--- src/rtl/avr_dmem_arbiter_pkg.sv ---
`default_nettype none
// ============================================================================
//  Module      : avr_dmem_arbiter_pkg
//  Description : Shared bus constants for the AVR data-memory arbiter and any
//                other bus master: IO region limit, port indices and the
//                read-return tag encoding.
//  Revision    : 1.0  initial release
// ============================================================================
package avr_dmem_arbiter_pkg;

    // Addresses below this limit belong to the IO register bus
    localparam logic [15:0] IO_LIMIT_DEFAULT = 16'h0060;

    // Port indices used by the round-robin pointer
    localparam logic ARB_M0 = 1'b0;
    localparam logic ARB_M1 = 1'b1;

    // Source of the data returned one cycle after a granted read
    typedef enum logic {
        TAG_RAM = 1'b0,
        TAG_IO  = 1'b1
    } rd_tag_e;

    // True when a byte address falls in the IO region
    function automatic logic is_io_addr(input logic [15:0] addr, input logic [15:0] limit);
        return (addr < limit);
    endfunction

endpackage : avr_dmem_arbiter_pkg
`default_nettype wire

--- src/rtl/avr_arb_pick.sv ---
`default_nettype none
// ============================================================================
//  Module      : avr_arb_pick
//  Description : Pure two-way grant selection. A lone request always wins;
//                on contention prio1 decides (1 = port 1 wins). The caller
//                drives prio1 from either the starvation escape or the
//                round-robin pointer (AVR_ARB_RR_EN).
//  Revision    : 1.0  initial release
// ============================================================================
module avr_arb_pick (
    input  logic req0,
    input  logic req1,
    input  logic prio1,
    output logic gnt0,
    output logic gnt1
);

    // One-hot-or-zero grant: port 0 loses only to a prioritised port 1
    always_comb begin
        gnt0 = req0 & (~req1 | ~prio1);
        gnt1 = req1 & (~req0 |  prio1);
    end

endmodule : avr_arb_pick
`default_nettype wire

--- src/rtl/avr_dmem_arbiter.sv ---
`default_nettype none
// ============================================================================
//  Module      : avr_dmem_arbiter
//  Description : Shares the single-port data RAM and the IO register bus
//                between the CPU data port (m0) and a secondary master (m1).
//                One access per cycle, IO/RAM decode, 1-cycle read return
//                steered back to the master that issued the read.
//                Build option AVR_ARB_RR_EN selects round-robin arbitration
//                instead of fixed m0 priority with MAX_WAIT starvation escape.
//  Revision    : 1.0  initial release
// ============================================================================
module avr_dmem_arbiter
    import avr_dmem_arbiter_pkg::*;
#(
    parameter int          RAMBITS  = 12,
    parameter logic [15:0] IO_LIMIT = IO_LIMIT_DEFAULT,
    parameter int          MAX_WAIT = 8
) (
    input  logic               clk,
    input  logic               reset,
    // port 0 (CPU)
    input  logic               m0_req,
    input  logic               m0_wen,
    input  logic [15:0]        m0_addr,
    input  logic [7:0]         m0_wdata,
    output logic               m0_gnt,
    output logic [7:0]         m0_rdata,
    output logic               m0_rvalid,
    // port 1 (DMA / debug loader)
    input  logic               m1_req,
    input  logic               m1_wen,
    input  logic [15:0]        m1_addr,
    input  logic [7:0]         m1_wdata,
    output logic               m1_gnt,
    output logic [7:0]         m1_rdata,
    output logic               m1_rvalid,
    // RAM side
    output logic [RAMBITS-1:0] ram_addr,
    output logic               ram_wen,
    output logic               ram_ren,
    output logic [7:0]         ram_wdata,
    input  logic [7:0]         ram_rdata,
    // IO side
    output logic [6:0]         io_addr,
    output logic               io_wen,
    output logic               io_ren,
    output logic [7:0]         io_wdata,
    input  logic [7:0]         io_rdata
);

    logic        w_prio1;
    logic        w_gnt0;
    logic        w_gnt1;
    logic        w_access;
    logic [15:0] w_sel_addr;
    logic        w_sel_wen;
    logic [7:0]  w_sel_wdata;
    logic        w_is_io;
    logic        w_io_acc;
    logic        w_ram_acc;
    logic [7:0]  w_rd_data;

    logic        r_pend0;
    logic        r_pend1;
    rd_tag_e     r_tag;
    logic [7:0]  r_hold0;
    logic [7:0]  r_hold1;

    avr_arb_pick u_pick (
        .req0  (m0_req),
        .req1  (m1_req),
        .prio1 (w_prio1),
        .gnt0  (w_gnt0),
        .gnt1  (w_gnt1)
    );

    assign m0_gnt = w_gnt0;
    assign m1_gnt = w_gnt1;

`ifdef AVR_ARB_RR_EN
    // Pointer names the port that wins the next contention; m0 first after reset
    logic r_rr_ptr;

    // Hand priority to the other port after every grant
    always_ff @(posedge clk or posedge reset) begin
        if (reset) begin
            r_rr_ptr <= ARB_M0;
        end else if (w_gnt0) begin
            r_rr_ptr <= ARB_M1;
        end else if (w_gnt1) begin
            r_rr_ptr <= ARB_M0;
        end
    end

    assign w_prio1 = (r_rr_ptr == ARB_M1);
`else
    localparam logic [7:0] c_max_wait = 8'(MAX_WAIT);
    logic [7:0] r_starve_cnt;

    // Count consecutive denied cycles of m1, saturating at MAX_WAIT
    always_ff @(posedge clk or posedge reset) begin
        if (reset) begin
            r_starve_cnt <= 8'd0;
        end else if (!m1_req || w_gnt1) begin
            r_starve_cnt <= 8'd0;
        end else if (r_starve_cnt != c_max_wait) begin
            r_starve_cnt <= r_starve_cnt + 8'd1;
        end
    end

    // m1 is force-granted once it has waited MAX_WAIT cycles
    assign w_prio1 = (r_starve_cnt == c_max_wait);
`endif

    // Select the winning master's access fields
    always_comb begin
        w_access    = w_gnt0 | w_gnt1;
        w_sel_addr  = w_gnt1 ? m1_addr  : m0_addr;
        w_sel_wen   = w_gnt1 ? m1_wen   : m0_wen;
        w_sel_wdata = w_gnt1 ? m1_wdata : m0_wdata;
        w_is_io     = is_io_addr(w_sel_addr, IO_LIMIT);
        w_io_acc    = w_access &  w_is_io;
        w_ram_acc   = w_access & ~w_is_io;
    end

    // Drive only the addressed slave; the idle one sees all-zero fields
    always_comb begin
        ram_addr  = '0;
        ram_wen   = 1'b0;
        ram_ren   = 1'b0;
        ram_wdata = 8'h00;
        io_addr   = 7'h00;
        io_wen    = 1'b0;
        io_ren    = 1'b0;
        io_wdata  = 8'h00;
        if (w_ram_acc) begin
            ram_addr  = w_sel_addr[RAMBITS-1:0];
            ram_wen   = w_sel_wen;
            ram_ren   = ~w_sel_wen;
            ram_wdata = w_sel_wen ? w_sel_wdata : 8'h00;
        end
        if (w_io_acc) begin
            io_addr  = w_sel_addr[6:0];
            io_wen   = w_sel_wen;
            io_ren   = ~w_sel_wen;
            io_wdata = w_sel_wen ? w_sel_wdata : 8'h00;
        end
    end

    // Remember which master read and from which slave, for next-cycle steering
    always_ff @(posedge clk or posedge reset) begin
        if (reset) begin
            r_pend0 <= 1'b0;
            r_pend1 <= 1'b0;
            r_tag   <= TAG_RAM;
        end else begin
            r_pend0 <= w_gnt0 & ~m0_wen;
            r_pend1 <= w_gnt1 & ~m1_wen;
            if (w_access && !w_sel_wen) begin
                r_tag <= w_is_io ? TAG_IO : TAG_RAM;
            end
        end
    end

    assign w_rd_data = (r_tag == TAG_IO) ? io_rdata : ram_rdata;

    // Capture returned data so rdata stays stable between reads
    always_ff @(posedge clk or posedge reset) begin
        if (reset) begin
            r_hold0 <= 8'h00;
            r_hold1 <= 8'h00;
        end else begin
            if (r_pend0) r_hold0 <= w_rd_data;
            if (r_pend1) r_hold1 <= w_rd_data;
        end
    end

    assign m0_rvalid = r_pend0;
    assign m1_rvalid = r_pend1;
    assign m0_rdata  = r_pend0 ? w_rd_data : r_hold0;
    assign m1_rdata  = r_pend1 ? w_rd_data : r_hold1;

endmodule : avr_dmem_arbiter
`default_nettype wire

--- config.mk ---
export PLATFORM = sky130hd
export DESIGN_NAME = avr_dmem_arbiter
export DESIGN_NICKNAME = d
export VERILOG_FILES = /design/src/rtl/avr_dmem_arbiter_pkg.sv /design/src/rtl/avr_arb_pick.sv /design/src/rtl/avr_dmem_arbiter.sv
export SDC_FILE = /design/constraint.sdc
export NUM_CORES = 1
export LEC_CHECK = 0
export CAP_MARGIN = 20
export CORE_MARGIN = 5
export CORE_UTILIZATION = 45
export CTS_CLUSTER_DIAMETER = 200
export DETAILED_ROUTE_END_ITERATION = 7
export DONT_BUFFER_PORTS = 1
export GPL_TIMING_DRIVEN = 0
export PLACE_DENSITY = 0.67
export SETUP_SLACK_MARGIN = 0.05
export SYNTH_ARGS = -nofsm -noshare
export SYNTH_HDL_FRONTEND = slang
export SYNTH_SLANG_ARGS = --single-unit
--- constraint.sdc ---
create_clock -name clk -period 2.8 [get_ports clk]
set_input_delay 0.84 -clock clk [delete_from_list [all_inputs] [get_ports clk]]
set_output_delay 0.84 -clock clk [all_outputs]
set_load 0.02 [all_outputs]
Yosys cells after proc, flatten, opt, wreduce, memory -nomap -nowiden

Index checks and enable logic that the tools add are counted.

Flip-flop bits (word level): 27
Latch bits: 0
Memory bits (writable): 0
ROM bits: 0
Bits of input ports: 70
Output and inout bits: 59
Memories: 0

Add/subtract/negate cells: 1
Multipliers: 0
Div/mod/pow operators: 0
$lt $le $gt $ge: 1
Eq/ne operators: 2
Shifts and indexed selects: 0
Muxes and demuxes: 18
Bitwise operators: 16
Reductions and logical operators: 5

Operator list:

| cell                                                        | number |
|---|---|
| 2-to-1 mux 8 bit                                            | 9 |
| less-than comparator 16 x 7 -> 1 bit, second input constant | 1 |
| 2-to-1 mux 16 bit                                           | 1 |
| 2-to-1 mux 12 bit                                           | 1 |
| adder 8 x 1 -> 8 bit, second input constant                 | 1 |
| == test 8 x 4 -> 1 bit, second input constant               | 1 |
| inequality test 8 x 4 -> 1 bit, second input constant       | 1 |
| 2-to-1 mux 7 bit                                            | 1 |
| NOT 1 bit                                                   | 7 |
| bitwise AND 1 bit                                           | 6 |
| 2-to-1 mux 1 bit                                            | 6 |
| bitwise OR 1 bit                                            | 3 |
| logical NOT 1 bit                                           | 2 |
| nonzero test 2 bit                                          | 1 |
| logical AND 1 bit                                           | 1 |
| logical OR 1 bit                                            | 1 |

Depth between registers and ports, before layout

Depth in word-level cells: 8
Depth in mapped cells: 8
Mapped depth without buffers: 7

By module

A second synthesis with hierarchy kept.

Cell total of the unflattened synthesis: 223
Area total of the unflattened synthesis: 1928.1 um2

By module, submodules not included:

| module           | times used | cells an instance | area an instance (um2) | seq. area each (um2) |
|---|---|---|---|---|
| avr_dmem_arbiter | 1          | 220               | 1909.3                 | 675.6 |
| avr_arb_pick     | 1          | 3                 | 18.8                   | 0.0 |

Worst setup path before layout

Ideal clock, no wire load.

Path type: input to output
From: in m1_req
To: out io_addr[5]
Data arrival time: 2.135 ns
Slack: -0.175 ns
Stages on the path: 4
Buffers on the path: 1
Cells stage by stage: nor4bb_4 -> a21boi_2 -> clkbuf_1 -> a32o_1

Longest elaborated chain between the ends: 6
Elaborated cells between the ends (all ways): 9

Ends and longest elaborated chain:

| what              | line                    | RTL |
|---|---|---|
| start, declared   | avr_dmem_arbiter.sv:30  | `input logic m1_req,` |
| NOT 1 bit         | avr_arb_pick.sv:20      | `gnt0 = req0 & (~req1 \| ~prio1);` |
| bitwise OR 1 bit  | avr_arb_pick.sv:20      |  |
| bitwise AND 1 bit | avr_arb_pick.sv:20      |  |
| net m0_gnt        | avr_dmem_arbiter.sv:26  | `output logic m0_gnt,` |
| bitwise OR 1 bit  | avr_dmem_arbiter.sv:117 | `w_access = w_gnt0 \| w_gnt1;` |
| bitwise AND 1 bit | avr_dmem_arbiter.sv:122 | `w_io_acc = w_access & w_is_io;` |
| 2-to-1 mux 7 bit  | avr_dmem_arbiter.sv:142 | `if (w_io_acc) begin` |
| end, declared     | avr_dmem_arbiter.sv:44  | `output logic [6:0] io_addr,` |

The timed path passes the listed nets, and every way through them passes these cells.

Worst setup path after layout

From: in m0_req
To: out ram_wdata[6]

Longest elaborated chain between the ends: 8
Elaborated cells between the ends (all ways): 13

Ends and longest elaborated chain:

| what                                 | line                       | RTL |
|---|---|---|
| start, declared                      | avr_dmem_arbiter.sv:22     | `input logic m0_req,` |
| NOT 1 bit                            | avr_arb_pick.sv:21         | `gnt1 = req1 & (~req0 \| prio1);` |
| bitwise OR 1 bit                     | avr_arb_pick.sv:21         |  |
| bitwise AND 1 bit                    | avr_arb_pick.sv:21         |  |
| 2-to-1 mux 16 bit                    | avr_dmem_arbiter.sv:118    | `w_sel_addr = w_gnt1 ? m1_addr : m0_addr;` |
| less-than comparator 16 x 7 -> 1 bit | avr_dmem_arbiter_pkg.sv:26 | `return (addr < limit);` |
| NOT 1 bit                            | avr_dmem_arbiter.sv:123    | `w_ram_acc = w_access & ~w_is_io;` |
| bitwise AND 1 bit                    | avr_dmem_arbiter.sv:123    |  |
| 2-to-1 mux 8 bit (*)                 | avr_dmem_arbiter.sv:136    | `if (w_ram_acc) begin` |
| end, declared                        | avr_dmem_arbiter.sv:41     | `output logic [7:0] ram_wdata,` |

Mark *: on every way between the ends. The rest lies on a longest branch, timed or not.

==> results.md <==
- Routed WL: 6540 um
- Final nets: between 300 and 400
- Crit Path Category: in2out
- Initial antenna violation count: 0
- Layout fillers: ~330
- CTS sink count: 27
- XOR/XNOR Fraction of Synth Area: under 10%
- WL/cell: roughly 22 um
- IO Pins: roughly 130
- Maximum VDD drop: between 0.0002 and 0.00025 V
- Vias in the first global route: roughly 1900
- Least-Margin Pin Slew: ~0.97 ns
- Worst EP required: between 1.5 and 2 ns
- Failing checks: setup timing
- Core Footprint: between 4000 and 5000 um^2
- Mean Syn Cell Area: around 9 um^2
- Worst EP arrival: between 2 and 2.5 ns
- CTS tree: yes
- Util after Layout: about two thirds
- Area grow syn2layout: 44.1%
- Worst path cell trace: and2b_2 -> a21oi_4 -> buf_12 -> clkinv_8 -> buf_12 -> buf_16 -> and3_4 -> o21a_4
- Sequential area share after synthesis: around a third
- # port buffers: 0
- Leakage: roughly 1.2 nW
- Post-synthesis instance total: 220
- Clk_skew: ~0.0057 ns
- Worst path bufs/invs: 4
- Die W: approximately 76 um
- Max Freq: roughly 340 MHz
- CTS Buf Count: 3
- Remaining antenna violation count after routing: 0
- Clock Latency Late Sink: 0.28 ns
- Synth Area in Adders: under 10%
- Placed instance count: 272
- # H-tree levels: 1
- RSZ-0062 raised after global routing: yes
- Ant. Diodes: 0
- Layout cells sized above 1: between 40% and 50%
- Pre-CTS setup slack: -0.424 ns
- First-pass DRT Iterations: 4
- Status: finished, violations left
- Pwr Total: about 1 mW
- DP HPWL: ~4400 um
- Largest family of logic cells by synthesized area: simple AND/OR/NAND/NOR gates
- Synth cell types: 35
- Vias: between 1500 and 2000
- Worst Path Max Fanout: 7
- First-pass GRT wire length: approximately 9500 um
- Critical Path Slowest Stage Cell: o21a_4
- Reg clk slew, reported paths: around 0.090 ns
- Starting density of the core: 45.4%
- Worst Hold Class: in2async
- Crit end category: output port
- Synth warn: 0
- Slew Limit Headroom: about a third
- Slew Viols, Final: 0
- Post-synthesis compound-gate area fraction: between 20% and 30%
- Top cell family by delay on the critical path: buffers and inverters
- PwrDens: about 350 nW/um^2
- Mapped Area: approximately 2000 um^2
- FF+latch count, synth: 27
- Seq. cell area: between 600 and 700 um^2
- Tcrit/Tclk final: 105%
- # hold bufs at CTS: 0
- Mux cell area share after synthesis: roughly 7%
- Crit start category: input port
- Synth Area in Simple Gates: roughly a quarter
- Syn nets: 292
- GP Congestion: roughly 0.77
- FP Rows: 24
- Clock root cell: clkbuf_8
- DRT iter0 DRCs: between 100 and 150
- Worst path max stage delay: ~0.23 ns
- Max Root-Sink Buffers: 2
- Final min period: slightly below 3 ns
- Largest net degree at the start of global routing: 28
- Most frequent CP cell: buf_12
- GR Overflow Total: 0
- Final worst setup slack: -0.129 ns
- Max-cap violation count: 0
- Final non-filler cell total: around 300
- Die span in y: 75.8 um
- # setup viols final: 31
- Multi-input gate area: ~1600 um^2
- Final hold vios: 0
- DR DRC count: 0
- Full die area: ~5800 um^2
- GR Util All Layers: roughly a fifth
- DR vias/cell: 6.29
per-layer routing:
| layer | global-route usage, % | share of wire, % | wire, um | vias up |
|---|---|---|---|---|
| met5 | 0 | 0 | 0 | - |
| met4 | 5.24 | 1.2 | 79 | 0 |
| met3 | 5.01 | 9.8 | 642 | 9 |
| met2 | 38.6 | 51 | 3360 | 87 |
| met1 | 25.3 | 38 | 2460 | 936 |
| li1 | - | - | - | 875 |
registers in the layout, summed over array words and instances (netlist names):
| name | cells |
|---|---|
| r_hold0 | 8 |
| r_starve_cnt | 8 |
| r_tag | 1 |
| m0_rvalid | 1 |
| r_hold1 | 8 |
| m1_rvalid | 1 |
layout by cell type (no fill, tap or decap), types with 4 or more instances in the layout:
cell type / netlist / final
a21oi_4: 1 / 9
mux2i_1: 8 / 8
inv_1: 5 / 5
clkbuf_8: 1 / 5
a21oi_2: 0 / 4
nand3_1: 10 / 7
nor2_4: 0 / 5
xnor2_1: 4 / 4
nand2_1: 13 / 8
a21oi_1: 23 / 12
o21a_4: 0 / 13
nor2_1: 35 / 29
a32o_2: 0 / 14
and3_1: 25 / 24
mux2i_4: 2 / 4
dfrtp_1: 27 / 27
buf_12: 0 / 4
buf_4: 2 / 21
kinds of logic (layout without fill, tap and decap cells):
logic type,after synthesis,count (layout)
and+or+nand+nor,97,97
AOI/OAI and AO/OA,58,59
DFF,27,27
buffers and inverters,19,47
muxes,11,13
xor gates and xnor gates,6,6
adders and majority gates,2,2
cells in the mapped netlist:
cell       instances  share of area [%]
and2_1             1               0.32
xnor2_1            4                1.8
and2b_2            1               0.45
a21oi_4            1               0.83
buf_6              1               0.58
nor3_1             3               0.77
inv_1              5               0.96
o21a_1            14                5.4
mux2i_1            8                4.1
and3_2             5                1.9
nand3_1           10                2.6
and3_1            25                8.0
buf_2              1               0.26
mux2_2             1               0.58
a32o_1            14                7.2
nor4bb_4           1                1.3
nor4_1             2               0.64
nor2_1            35                6.7
a2bb2oi_2          1               0.77
xor2_1             2               0.90
ha_1               2                1.3
buf_4              2               0.77
a22oi_2            1               0.64
a22o_4             1               0.90
mux2i_4            2                2.3
clkbuf_1           6                1.2
nor4b_4            1                1.2
a211oi_1           2               0.77
nand2_1           13                2.5
inv_2              1               0.19
clkbuf_8           1               0.71
buf_1              2               0.39
a21boi_2           1               0.58
a21oi_1           23                5.9
dfrtp_1           27                 35
final timing paths:
kind | startpoint | end | slack, ns | depth (start not counted)
setup / recovery | m0_req | ram_wdata[6] | -0.13 | 8
hold / removal | reset | r_hold1[1] | 0.33 | 1
setup reg to reg | r_starve_cnt[1] | r_tag | 0.68 | 9
hold reg to reg | r_starve_cnt[0] | r_starve_cnt[0] | 0.55 | 2
max in group asynchronous | reset | r_hold0[6] | 2.12 | 2
min in group clk | r_starve_cnt[0] | r_starve_cnt[0] | 0.55 | 2
through the flow:
stage,cell area [um^2],setup TNS [ns],hold slack (ns)
finish,2810,-2.06,0.329
global route,2810,-5.61,0.329
CTS,2620,-1.75,0.548
detailed placement,2130,-9.71,0.487
global placement,2130,-9.07,0.478
floorplan,2060,-1.84,0.454
report_power, final:
| group | total (mW) | switching, mW | internal (mW) |
|---|---|---|---|
| Clock | 0.223 | 0.123 | 0.0999 |
| Sequential | 0.437 | 0.0123 | 0.425 |
| Combinational | 0.334 | 0.210 | 0.124 |
what timing repair did:
action | CTS | global route
pin swaps | 17 | 17
buffers inserted | 17 | 6
endpoints found under the setup margin | 44 | 50
gates resized for setup | 52 | 25
gates cloned | 3 | 1
final cells by class:
cell class / count / share of cell area [%]
clock inverters: 1 / 0.178
flip-flops and latches: 27 / 24.0
well taps: 52 / 2.31
multi-input cells: 177 / 57.3
repair buffers: 25 / 9.39
clock buffers: 3 / 1.47
plain buffers: 12 / 4.09
inverters: 6 / 1.25
No activity file was read; power rests on OpenSTA's default activity.
